==> src/rtl/des_pkg.sv <==
// Shared DES constants for the Feistel f-function datapath: S-box contents,
// the P permutation, the sequencer state encoding and datapath widths.
package des_pkg;

  localparam int HALF_W = 32;
  localparam int KEY_W  = 48;

  typedef enum logic [1:0] {IDLE, RUN, DONE} state_t;

  // One 256-bit word per box: 4 rows x 16 columns of 4-bit entries, entry 0 in the MSBs
  localparam logic [255:0] SBOX_TBL [8] = '{
    256'hE4D12FB83A6C5907_0F74E2D1A6CB9538_41E8D62BFC973A50_FC8249175B3EA06D,
    256'hF18E6B34972DC05A_3D47F28EC01A69B5_0E7BA4D158C6932F_D8A13F42B67C05E9,
    256'hA09E63F51DC7B428_D70934A6285ECBF1_D6498F30B12C5AE7_1AD069874FE3B52C,
    256'h7DE3069A1285BC4F_D8B56F03472C1AE9_A690CB7DF13E5284_3F06A1D8945BC72E,
    256'h2C417AB6853FD0E9_EB2C47D150FA3986_421BAD78F9C5630E_B8C71E2D6F09A453,
    256'hC1AF92680D34E75B_AF427C9561DE0B38_9EF528C3704A1DB6_432C95FABE17608D,
    256'h4B2EF08D3C975A61_D0B7491AE35C2F86_14BDC37EAF680592_6BD814A7950FE23C,
    256'hD2846FB1A93E50C7_1FD8A374C56B0E92_7B419CE206ADF358_21E74A8DFC90356B
  };

  // Output bit i+1 takes input bit P_TBL[i], both in DES (MSB = 1) numbering
  localparam int P_TBL [HALF_W] = '{
    16,  7, 20, 21, 29, 12, 28, 17,
     1, 15, 23, 26,  5, 18, 31, 10,
     2,  8, 24, 14, 32, 27,  3,  9,
    19, 13, 30,  6, 22, 11,  4, 25
  };

endpackage

==> src/rtl/des_sbox_lookup.sv <==
// Combinational single S-box lookup: selects box S(box+1) and maps a 6-bit
// chunk b1..b6 to its 4-bit entry at row {b1,b6}, column b2..b5.
module des_sbox_lookup
  import des_pkg::*;
(
  input  logic [2:0] box,
  input  logic [5:0] chunk,
  output logic [3:0] nibble
);

  logic [5:0] idx;

  always_comb begin
    idx    = {chunk[5], chunk[0], chunk[4:1]};
    nibble = 4'(SBOX_TBL[box] >> {6'd63 - idx, 2'b00});
  end

endmodule

==> src/rtl/feistel_sbox_seq.sv <==
// Serial DES f-function back end: XOR with subkey, S1..S8 one (or two with
// SBOX_UNROLL2_EN) per cycle, then P. Valid/ready on both sides.
//   state | meaning
//   IDLE  | waiting for an operand pair
//   RUN   | evaluating S-boxes, cnt = current step
//   DONE  | f_out valid, held until out_ready
module feistel_sbox_seq
  import des_pkg::*;
#(
  parameter int SBOX_PER_CYC = 1
) (
  input  logic            clk,
  input  logic            rst_n,
  input  logic            in_valid,
  output logic            in_ready,
  input  logic [1:KEY_W]  e_in,
  input  logic [1:KEY_W]  subkey,
  output logic            out_valid,
  input  logic            out_ready,
  output logic [1:HALF_W] f_out,
  output logic            busy
);

`ifdef SBOX_UNROLL2_EN
  localparam int SPC = 2;
`else
  localparam int SPC = SBOX_PER_CYC;
`endif
  localparam int         ACC_W    = HALF_W - 4 * SPC;
  localparam logic [2:0] LAST_CNT = 3'(8 / SPC - 1);

  if (SPC != 1 && SPC != 2) begin : g_bad_spc
    $error("feistel_sbox_seq: SBOX_PER_CYC must be 1 or 2");
  end

  state_t          state, state_nx;
  logic [1:KEY_W]  x_reg, x_nx;
  logic [1:ACC_W]  acc;
  logic [1:HALF_W] acc_nx, f_perm;
  logic [2:0]      cnt, box_base;
  logic [3:0]      nib [SPC];
  logic            accept, last;

  assign box_base = (SPC == 2) ? {cnt[1:0], 1'b0} : cnt;

  for (genvar g = 0; g < SPC; g++) begin : g_lookup
    des_sbox_lookup u_lookup (
      .box    (box_base | 3'(g)),
      .chunk  (x_reg[1 + 6 * g +: 6]),
      .nibble (nib[g])
    );
  end

  // acc only keeps the nibbles still needed; the newest ones join in acc_nx
  if (SPC == 2) begin : g_dp2
    assign acc_nx = {acc, nib[0], nib[1]};
    assign x_nx   = {x_reg[13:KEY_W], 12'd0};
  end else begin : g_dp1
    assign acc_nx = {acc, nib[0]};
    assign x_nx   = {x_reg[7:KEY_W], 6'd0};
  end

  for (genvar i = 0; i < HALF_W; i++) begin : g_perm
    assign f_perm[i + 1] = acc_nx[P_TBL[i]];
  end

  always_ff @(posedge clk or negedge rst_n) begin
    if (!rst_n) begin
      state <= IDLE;
    end else begin
      state <= state_nx;
    end
  end

  always_comb begin
    state_nx  = state;
    in_ready  = 1'b0;
    out_valid = 1'b0;
    busy      = 1'b1;
    accept    = 1'b0;
    last      = (cnt == LAST_CNT);
    unique case (state)
      IDLE: begin
        in_ready = 1'b1;
        busy     = 1'b0;
        accept   = in_valid;
        if (in_valid) state_nx = RUN;
      end
      RUN: begin
        if (last) state_nx = DONE;
      end
      DONE: begin
        out_valid = 1'b1;
        in_ready  = out_ready;
        accept    = in_valid & out_ready;
        if (out_ready) state_nx = in_valid ? RUN : IDLE;
      end
      default: begin
        state_nx = IDLE;
      end
    endcase
  end

  always_ff @(posedge clk or negedge rst_n) begin
    if (!rst_n) begin
      x_reg <= '0;
      acc   <= '0;
      cnt   <= '0;
      f_out <= '0;
    end else if (accept) begin
      x_reg <= e_in ^ subkey;
      acc   <= '0;
      cnt   <= '0;
    end else if (state == RUN) begin
      x_reg <= x_nx;
      acc   <= acc_nx[4 * SPC + 1:HALF_W];
      cnt   <= cnt + 3'd1;
      if (last) f_out <= f_perm;
    end
  end

endmodule

==> config.mk <==
export PLATFORM = sky130hd
export DESIGN_NAME = feistel_sbox_seq
export DESIGN_NICKNAME = d
export VERILOG_FILES = /design/src/rtl/des_pkg.sv /design/src/rtl/des_sbox_lookup.sv /design/src/rtl/feistel_sbox_seq.sv
export SDC_FILE = /design/constraint.sdc
export NUM_CORES = 1
export LEC_CHECK = 0
export ABC_CLOCK_PERIOD_IN_PS = 7400
export BUFFER_PORTS_ARGS = -buffer_cell sky130_fd_sc_hd__buf_2
export CELL_PAD_IN_SITES_DETAIL_PLACEMENT = 2
export CELL_PAD_IN_SITES_GLOBAL_PLACEMENT = 2
export CORE_MARGIN = 2
export CORE_UTILIZATION = 37
export DETAILED_ROUTE_END_ITERATION = 8
export PLACE_DENSITY = 0.83
export SLEW_MARGIN = 20
export SYNTH_ARGS = -nofsm -noshare
export SYNTH_HDL_FRONTEND = slang
export SYNTH_SLANG_ARGS = --single-unit
==> constraint.sdc <==
create_clock -name clk -period 7.4 [get_ports clk]
set_clock_uncertainty 0.2 [all_clocks]
set_input_delay 0.37 -clock clk [delete_from_list [all_inputs] [get_ports clk]]
set_output_delay 0.37 -clock clk [all_outputs]
set_load 0.005 [all_outputs]
# --- After elaboration in Yosys (flattened, before gate mapping) ---
# Memory sizes are Yosys's and may differ from the RTL's.
# Cells that the tools add are included.
totals:
  output_inout_bits: 35
  latch_bits: 0
  rom_bits: 2048
  ff_bits: 113
  n_memories: 1
  mem_bits_rw: 0
classes:
  bitwise_logic: 4
  n_addsub: 2
  n_reduce_logical: 4
  multipliers: 0
  n_div: 0
  magnitude_cmp: 1
  eq_ne: 6
  n_shift: 1
  muxes: 17
mem_list:
  columns: ["name", "depth", "word_bits", "read_ports", "rd_ports_with_merged_regs", "wr", "line", "source"]
  rows:
  - ["(no name shown)", 8, 256, 1, 0, 0, "des_sbox_lookup.sv:15", "nibble = 4'(SBOX_TBL[box] >> {6'd63 - idx, 2'b00});"]
ops:
  columns: ["cell", "n"]
  rows:
  - ["$mux 256", 2]
  - ["$shr 256x8->4", 1]
  - ["$mux 48", 2]
  - ["$mux 28", 2]
  - ["$xor 48x48->48", 1]
  - ["$mux 2", 3]
  - ["$mux 3", 2]
  - ["$ne 2x2->1 const B", 3]
  - ["$pmux 2 s3", 1]
  - ["$reduce_and 3->1", 2]
  - ["$sub 6x6->6 const A", 1]
  - ["$ge 4x4->1 const B", 1]
  - ["$not 3->4", 1]
  - ["$pmux 1 s2", 2]
  - ["$add 3x1->3 const B", 1]
  - ["$eq 3x3->1 const B", 1]
  - ["$mux 1", 3]
  - ["$eq 2x1->1 const B", 1]
  - ["$eq 2x2->1 const B", 1]
  - ["$logic_not 2->1", 1]
  - ["$reduce_bool 2->1", 1]
  - ["$and 1x1->1", 1]
  - ["$not 1->1", 1]

# --- Logic depth before layout (Yosys ltp) ---
# Gate-level depths: netlist of the first run.
logic_depth:
  ltp_word: 7
  mapped_depth: 13
  mapped_depth_nobuf: 9

# --- Modules after synthesis ---
# A second synthesis of the first run with hierarchy kept.
unflattened:
  cells_unflattened: 1002
  area_unflattened_um2: 8903.5
by_module_without_submodules:
  columns: ["mod", "cells_per_inst", "instances", "area_each_um2", "seq_area_each_um2"]
  rows:
  - ["feistel_sbox_seq", 419, 1, 5310.1, 2827.7]
  - ["des_sbox_lookup", 583, 1, 3593.4, 0.0]

# --- Least setup slack after synthesis of the first run ---
# Ideal clock, no wire load.
synth_path:
  path_kind: "reg2reg"
  startpoint: "register cnt[0] (netlist: box_base[0])"
  endpoint: "register f_out[5] in the netlist's numbering"
  path_stages_with_launch: 12
  path_buffers: 2
  arrival_time_ns: 2.704
  setup_ns: 0.134
  setup_slack_ns: 4.362
  cell_sequence: "dfrtp_1 clkbuf_1 inv_1 ha_1 clkbuf_1 nand2b_1 nand3_1 a21oi_1 or4_1 and4_1 a311oi_2 o31ai_1"
synth_via:
  elab_chain_len: 5
synth_lines:
  columns: ["item", "line", "source"]
  rows:
  - ["start, declared", "feistel_sbox_seq.sv:40", "logic [2:0] cnt, box_base;"]
  - ["start signal, assigned", "feistel_sbox_seq.sv:117", "cnt <= cnt + 3'd1;"]
  - ["$not 3->4 (not written as such)", "des_sbox_lookup.sv:15", null]
  - ["$mem_v2 8x256", null, null]
  - ["$mux 256 (not written as such) (2 in a row)", "des_sbox_lookup.sv:15", null]
  - ["$shr 256x8->4", "des_sbox_lookup.sv:15", null]
  - ["end signal, assigned", "feistel_sbox_seq.sv:118", "if (last) f_out <= f_perm;"]
  - ["end, declared", "feistel_sbox_seq.sv:20", "output logic [1:HALF_W] f_out,"]
# Several ways; a longest one is shown, not always the timed one. The select of a mux whose other input is x is not followed.
# A chain may end at the register's enable or synchronous reset.

# --- Final worst setup path of the first run ---
layout_path:
  startpoint: "register x_reg[4] in the netlist's numbering"
  endpoint: "register f_out[15] in the netlist's numbering"
layout_via:
  elab_chain_len: 2
layout_lines:
  columns: ["item", "line", "source"]
  rows:
  - ["start, declared", "feistel_sbox_seq.sv:37", "logic [1:KEY_W] x_reg, x_nx;"]
  - ["start signal, assigned", "feistel_sbox_seq.sv:111", "x_reg <= e_in ^ subkey;"]
  - ["start signal, assigned", "feistel_sbox_seq.sv:115", "x_reg <= x_nx;"]
  - ["$sub 6x6->6", "des_sbox_lookup.sv:15", null]
  - ["$shr 256x8->4", "des_sbox_lookup.sv:15", null]
# No other way between the ends.

==> run_results.csv, run 1 <==
group,metric,value,unit
status,status,"finished, violations left",
status,violations,"max-capacitance violations",
yosys,synth_top_area_share,34.4,%
yosys,synth_area_per_cell,8.38,um^2
sta,setup_tns,0,ns
floorplan,rows,54,
sta,setup_ws,2.39,ns
yosys,yosysTopAreaCell,"dfrtp_1",
routing,route.detailed.drc,0,
place,place_hpwl,27400,um
sta,slew_headroom,1.04,%
place,dp.cells,1319,
setup_path,max_stage_delay,1.18,ns
setup_path,critical_path_buf_inv_count,1,
power,vdd_drop_max,295,uV
cells_and_area,drive_gt1_share,21.5,%
sta,fmax,200,MHz
yosys,yosysMostFrequentCell,"dfrtp_1",
hold_path,min_path_cells,3,
routing,drt-total-wl,48900,um
yosys,synthesis.nets,1096,
floorplan,fp.dieW,153,um
place,dpl_worst_slack,3.47,ns
cells_and_area,areaGrowthSynthToFinish,18.0,%
hold_path,holdCritStartpoint,"out_ready",
cells_and_area,largest_reg_flops,48,
clock_tree,clk_pin_slew,0.06,ns
global_routing,grt_pass1_wl,68900,um
clock_tree,ctsHtreeMaxLevel,4,
setup_path,worst_r2r_endpoint,"f_out[15]",
setup_path,crit_arrival,5.11,ns
yosys,synth_seq_area_share,34.4,%
yosys,ys_types,72,
routing,num_vias,9529,
setup_path,cp_cell_sequence,"buf_4 > nor2_1 > o21ai_0 > o21ai_1 > nor4_1 > nor4_1 > a2111oi_2 > o21ai_1",
sta,rsz0062_at_grt,"false",
cells_and_area,fin_util,44.5,%
floorplan,coreArea,0.0218,mm^2
clock_tree,clock_latency,0.44,ns
clock_tree,root_buffer,"clkbuf_16",
cells_and_area,final_cell_count_no_fill,1355,
global_routing,use_met1,48.6,%
setup_path,worst_setup_path_end_kind,"flip-flop",
clock_tree,cts.sinks,113,
setup_path,path_delay_family,"simple AND/OR/NAND/NOR gates",
global_routing,grt_util_met2,62.4,%
global_routing,grt-ovfl-total,0,
place,port_buffers,134,
setup_path,timing.rr.start,"x_reg[4]",
routing,drtIter0Drc,1191,
job,maxCapViolations,1,
setup_path,rrSetupSlack,2.39,ns
global_routing,first_global_vias,10100,
global_routing,antenna_found_initial,2,
cells_and_area,fillers,2393,
clock_tree,cts_made_buffers,17,
yosys,synth_area_leaders,"dfrtp_1, a221o_1, xnor2_1",
place,gp_congestion,1.00,
sta,whs,0.0741,ns
global_routing,grt_usage,38.9,%
routing,first_pass_iters,5,
cells_and_area,num-nets-final,1175,
yosys,async_flop_share,100,%
hold_path,hold_class,"in2reg",
floorplan,die_h,153,um
setup_path,start_kind,"flip-flop",
floorplan,die_area,0.0234,mm^2
clock_tree,tritoncts,"done",
sta,worstMarginPinSlew,1.47,ns
sta,post-route-min-period,5.01,ns
yosys,synth-seq-cells,113,
setup_path,startpoint,"x_reg[4]",
setup_path,crit_fanout,47,
power,powerDensity,620,mW/mm^2
setup_path,critPathKind,"reg2reg",
sta,post-route-period-util,67.7,%
setup_path,rr_worst_depth,8,
global_routing,grt_max_degree,76,
floorplan,num_io_pins,135,
setup_path,cpMaxStageDelayCell,"nor4_1",
yosys,synth_edf_count,0,
global_routing,grt_busiest_layer,"met2",
yosys,yosys_warnings,0,
routing,antenna_left,0,
sta,finalHoldViolCount,0,
global_routing,grtUsageMet3,8.65,%
yosys,ys_top_cells_by_count,"dfrtp_1, nand2_1, nor2_1",
routing,wl_per_cell,36.1,um
sta,setup_viol,0,
yosys,syn_inst,981,
floorplan,start_util,37.7,%
yosys,syn_area,0.00822,mm^2
routing,vias_per_cell,7.03,
setup_path,crit_required,7.50,ns
sta,drv_slew,0,
hold_path,hold-path-endpoint,"state[1]",
power,leakage,4.03,nW
yosys,synth_flop_cell,"dfrtp_1",
clock_tree,clockBufferDepth,2,
[through the flow]
stage / power, mW / instance area (um^2)
after detailed placement: 4.50 / 8980
final: 6.01 / 9700
after global placement: 4.37 / 8980
after CTS: 5.70 / 9670
after global routing: 6.16 / 9700
after floorplan: 3.24 / 8220
[where the power goes]
group | internal [mW] | switching [mW] | total, mW
clock network | 0.637 | 0.379 | 1.02
logic | 1.12 | 2.59 | 3.72
registers | 0.903 | 0.378 | 1.28
total | 2.66 | 3.35 | 6.01
[cells in the final DEF (no fill, tap or decap), types with 10 or more instances in the layout]
| cell type | n |
|---|---|
| a31oi_1 | 14 |
| ha_1 | 15 |
| a221o_1 | 44 |
| buf_4 | 21 |
| nand2_1 | 102 |
| clkbuf_16 | 17 |
| a21oi_1 | 52 |
| a311oi_1 | 10 |
| o21ai_0 | 76 |
| buf_2 | 133 |
| inv_1 | 10 |
| nand3_1 | 36 |
| a211oi_1 | 16 |
| mux2_2 | 28 |
| nor2_1 | 76 |
| nor2b_1 | 21 |
| dfrtp_1 | 110 |
| o21ai_1 | 13 |
| nand2b_1 | 23 |
| o211ai_1 | 15 |
| nor3_1 | 24 |
| xnor2_1 | 50 |
[how the worst max path moves through the flow]
stage / endpoint / slack [ns] / depth (start not counted)
floorplan: f_out[5] / 4.36 / 11
global placement: f_out[27] / 3.69 / 10
detailed placement: f_out[5] / 3.47 / 10
CTS: f_out[27] / 3.27 / 10
global route: f_out[15] / 2.74 / 10
finish: f_out[15] / 2.39 / 8
[area by class of cell]
class                   instances  area [um^2]  share of cell area [%]
well taps                     280          350                    3.61
flip-flops and latches        113         2830                    29.2
multi-input cells             759         4930                    50.8
diodes                          2         5.00                  0.0516
clock buffers                  17          425                    4.38
inverters                      13         48.8                   0.503
repair buffers                156          853                    8.80
clock inverters                15          255                    2.63
[cell families (layout without fill, tap and decap cells)]
logic type | after synthesis | after routing | share of synthesized area (%)
buffers and inverters | 109 | 201 | 5.89
adders and majority gates | 15 | 15 | 2.28
other | 0 | 2 | 0
AOI/OAI and AO/OA | 330 | 330 | 28.3
and+or+nand+nor | 329 | 329 | 19.0
muxes | 34 | 34 | 4.72
DFF | 113 | 113 | 34.4
xor gates and xnor gates | 51 | 51 | 5.43
[worst min-delay path: stages]
cell    delay, ns
buf_2        0.10
inv_1        0.07
a22o_1       0.14
[metal layers]
| metal | vias up | share of wire (%) |
|---|---|---|
| met5 | - | 0.025 |
| met4 | 2 | 7.2 |
| met3 | 230 | 9.6 |
| met2 | 703 | 46 |
| met1 | 4805 | 38 |
| li1 | 3789 | - |
[what timing repair did]
action                                 CTS  global route
endpoints found under the hold margin   52             0
buffers inserted                         0             0
resized for setup                        0             0
hold buffers                             1             0
No activity file was read; power rests on OpenSTA's default activity.
==> run 2: changes to the inputs <==
ABC_CLOCK_PERIOD_IN_PS = 4300   (was 7400)
CORE_UTILIZATION = 31   (was 37)
PLACE_DENSITY = 0.73   (was 0.83)
clock period = 4.3 ns   (was 7.4 ns; I/O delays follow)
==> run 2 against run 1 <==
Critical path type unchanged. Critical endpoint is now acc[25]. Combinational power up 68%. Sequential share of layout area down 2.1 points. First-iteration DRC count down 2.5%. Flip-flop and latch count unchanged. Non-clock buffer count up 79. Cell count up 9.9%. Sequential power up 72%. The flow now finishes without violations. Clock power up 45%.
==> run_results.csv, run 2 (same netlist as run 1, synthesis figures left out) <==
group,metric,value,unit
status,status,"finished clean",
clock_tree,ctsHtreeMaxLevel,4,
floorplan,num_io_pins,135,
routing,top_layer,"met4",
routing,dr_wl_met2,21400,um
clock_tree,clockBufferDepth,2,
hold_path,holdCritStartpoint,"subkey[41]",
floorplan,coreArea,0.0261,mm^2
power,finalPower,9.92,mW
clock_tree,clk_pin_slew,0.06,ns
place,post_dp_cell_area,0.00916,mm^2
cells_and_area,fillers,2847,
cells_and_area,areaGrowthSynthToFinish,27.3,%
place,port_buffers,134,
floorplan,rows,59,
setup_path,max_stage_delay,0.65,ns
global_routing,grt_max_degree,73,
global_routing,grt_usage,31.9,%
global_routing,grt_pass1_wl,68100,um
cells_and_area,final_cell_count_no_fill,1489,
cells_and_area,fin_util,40.1,%
sta,finalHoldViolCount,0,
cells_and_area,num-nets-final,1254,
global_routing,first_global_vias,10200,
sta,post-route-min-period,3.68,ns
power,vdd_drop_max,471,uV
clock_tree,cts.sinks,113,
routing,drt-total-wl,44900,um
routing,wl_met1,18000,um
setup_path,timing.rr.start,"box_base[1]",
floorplan,fp.dieW,167,um
setup_path,crit_required,4.37,ns
clock_tree,clock_latency,0.43,ns
sta,setup_viol,0,
place,place_hpwl,27000,um
routing,antenna_left,0,
sta,setup_tns,0,ns
clock_tree,root_buffer,"clkbuf_16",
routing,route.detailed.drc,0,
routing,first_pass_iters,5,
cells_and_area,mostFrequentLayoutCells,"buf_2, dfrtp_1, nand2_1",
routing,num_vias,9432,
setup_path,crit_arrival,3.75,ns
floorplan,die_h,167,um
routing,drtIter0Drc,1161,
cells_and_area,largest_reg_flops,48,
setup_path,start_kind,"flip-flop",
routing,wl_per_cell,30.2,um
clock_tree,tritoncts,"done",
power,leakage,4.34,nW
routing,wl_met3,3340,um
setup_path,worst_setup_path_end_kind,"flip-flop",
floorplan,start_util,31.5,%
hold_path,hold_class,"in2reg",
setup_path,crit_fanout,12,
place,gp_congestion,0.981,
setup_path,critPathKind,"reg2reg",
setup_path,cp_cell_sequence,"inv_1 > ha_1 > and2_1 > o21ai_0 > a21oi_1 > o31a_1 > o2111a_1 > a311oi_1 > o31ai_1",
global_routing,antenna_found_initial,2,
sta,drv_slew,0,
clock_tree,cts_made_buffers,17,
cells_and_area,final_area,0.0105,mm^2
setup_path,cpMaxStageDelayCell,"a311oi_1",
cells_and_area,final_common_cell,"buf_2",
global_routing,grt-ovfl-total,0,
cells_and_area,drive_gt1_share,21.3,%
power,powerDensity,949,mW/mm^2
floorplan,die_area,0.0278,mm^2
routing,vias_per_cell,6.33,
job,maxCapViolations,0,
sta,post-route-period-util,85.6,%
setup_path,startpoint,"box_base[1]",
place,dp.cells,1387,
sta,fmax,272,MHz
sta,rsz0062_at_grt,"false",
sta,worstMarginPinSlew,1.11,ns
sta,slew_headroom,25.7,%
## run 2: worst max-delay path: cells and delay by family (launching register included)
family | cells | cell delay [ns]
AND/OR/NAND/NOR | 1 | 0.40
flip-flops | 1 | 0.40
AO/OA/AOI/OAI | 6 | 1.84
buffers and inverters | 1 | 0.23
adder cells (fa/ha/maj) | 1 | 0.45
## run 2: where the power goes
part           internal (mW)  switching, mW  total, mW
sequential              1.55          0.651       2.20
combinational           2.08           4.16       6.24
clock                  0.868          0.610       1.48
## run 2: layout make-up
type	count	area, um^2	share of cell area [%]
Antenna cell	2	5.00	0.0478
Clock buffer	17	425	4.07
Timing Repair Buffer	235	1620	15.5
Clock inverter	15	171	1.64
Inverter	13	48.8	0.467
Multi-Input combinational cell	759	4930	47.2
Tap cell	335	419	4.01
Sequential cell	113	2830	27.1
## run 2: path summary, 6_finish.rpt
check,slack [ns],cells after the start,to
max reg2reg,0.62,9,acc[25]
min reg2reg,0.30,2,f_out[21]
min in group asynchronous,0.22,2,acc[5]
max in group asynchronous,2.69,3,box_base[2]
max,0.62,9,acc[25]
min,0.006,4,x_reg[41]
## run 2: repair_timing
item / CTS / global route
setup buffers: 0 / 0
resized for setup: 0 / 0
hold buffers: 67 / 0
hold endpoints to repair: 90 / 0
## run 2: metal layers
metal / vias to the layer above / global-route usage (%)
li1: 3942 / -
met1: 4767 / 39.9
met2: 553 / 52.6
met3: 170 / 7.01
met4: 0 / 14.5
met5: - / 0
## run 2: stage by stage
step                hold slack (ns)  worst slack [ns]
finish                      0.00573             0.619
global route                 0.0364             0.486
CTS                        0.000346             0.781
detailed placement            0.123             0.801
global placement              0.127             0.858
floorplan                    -0.281              1.26
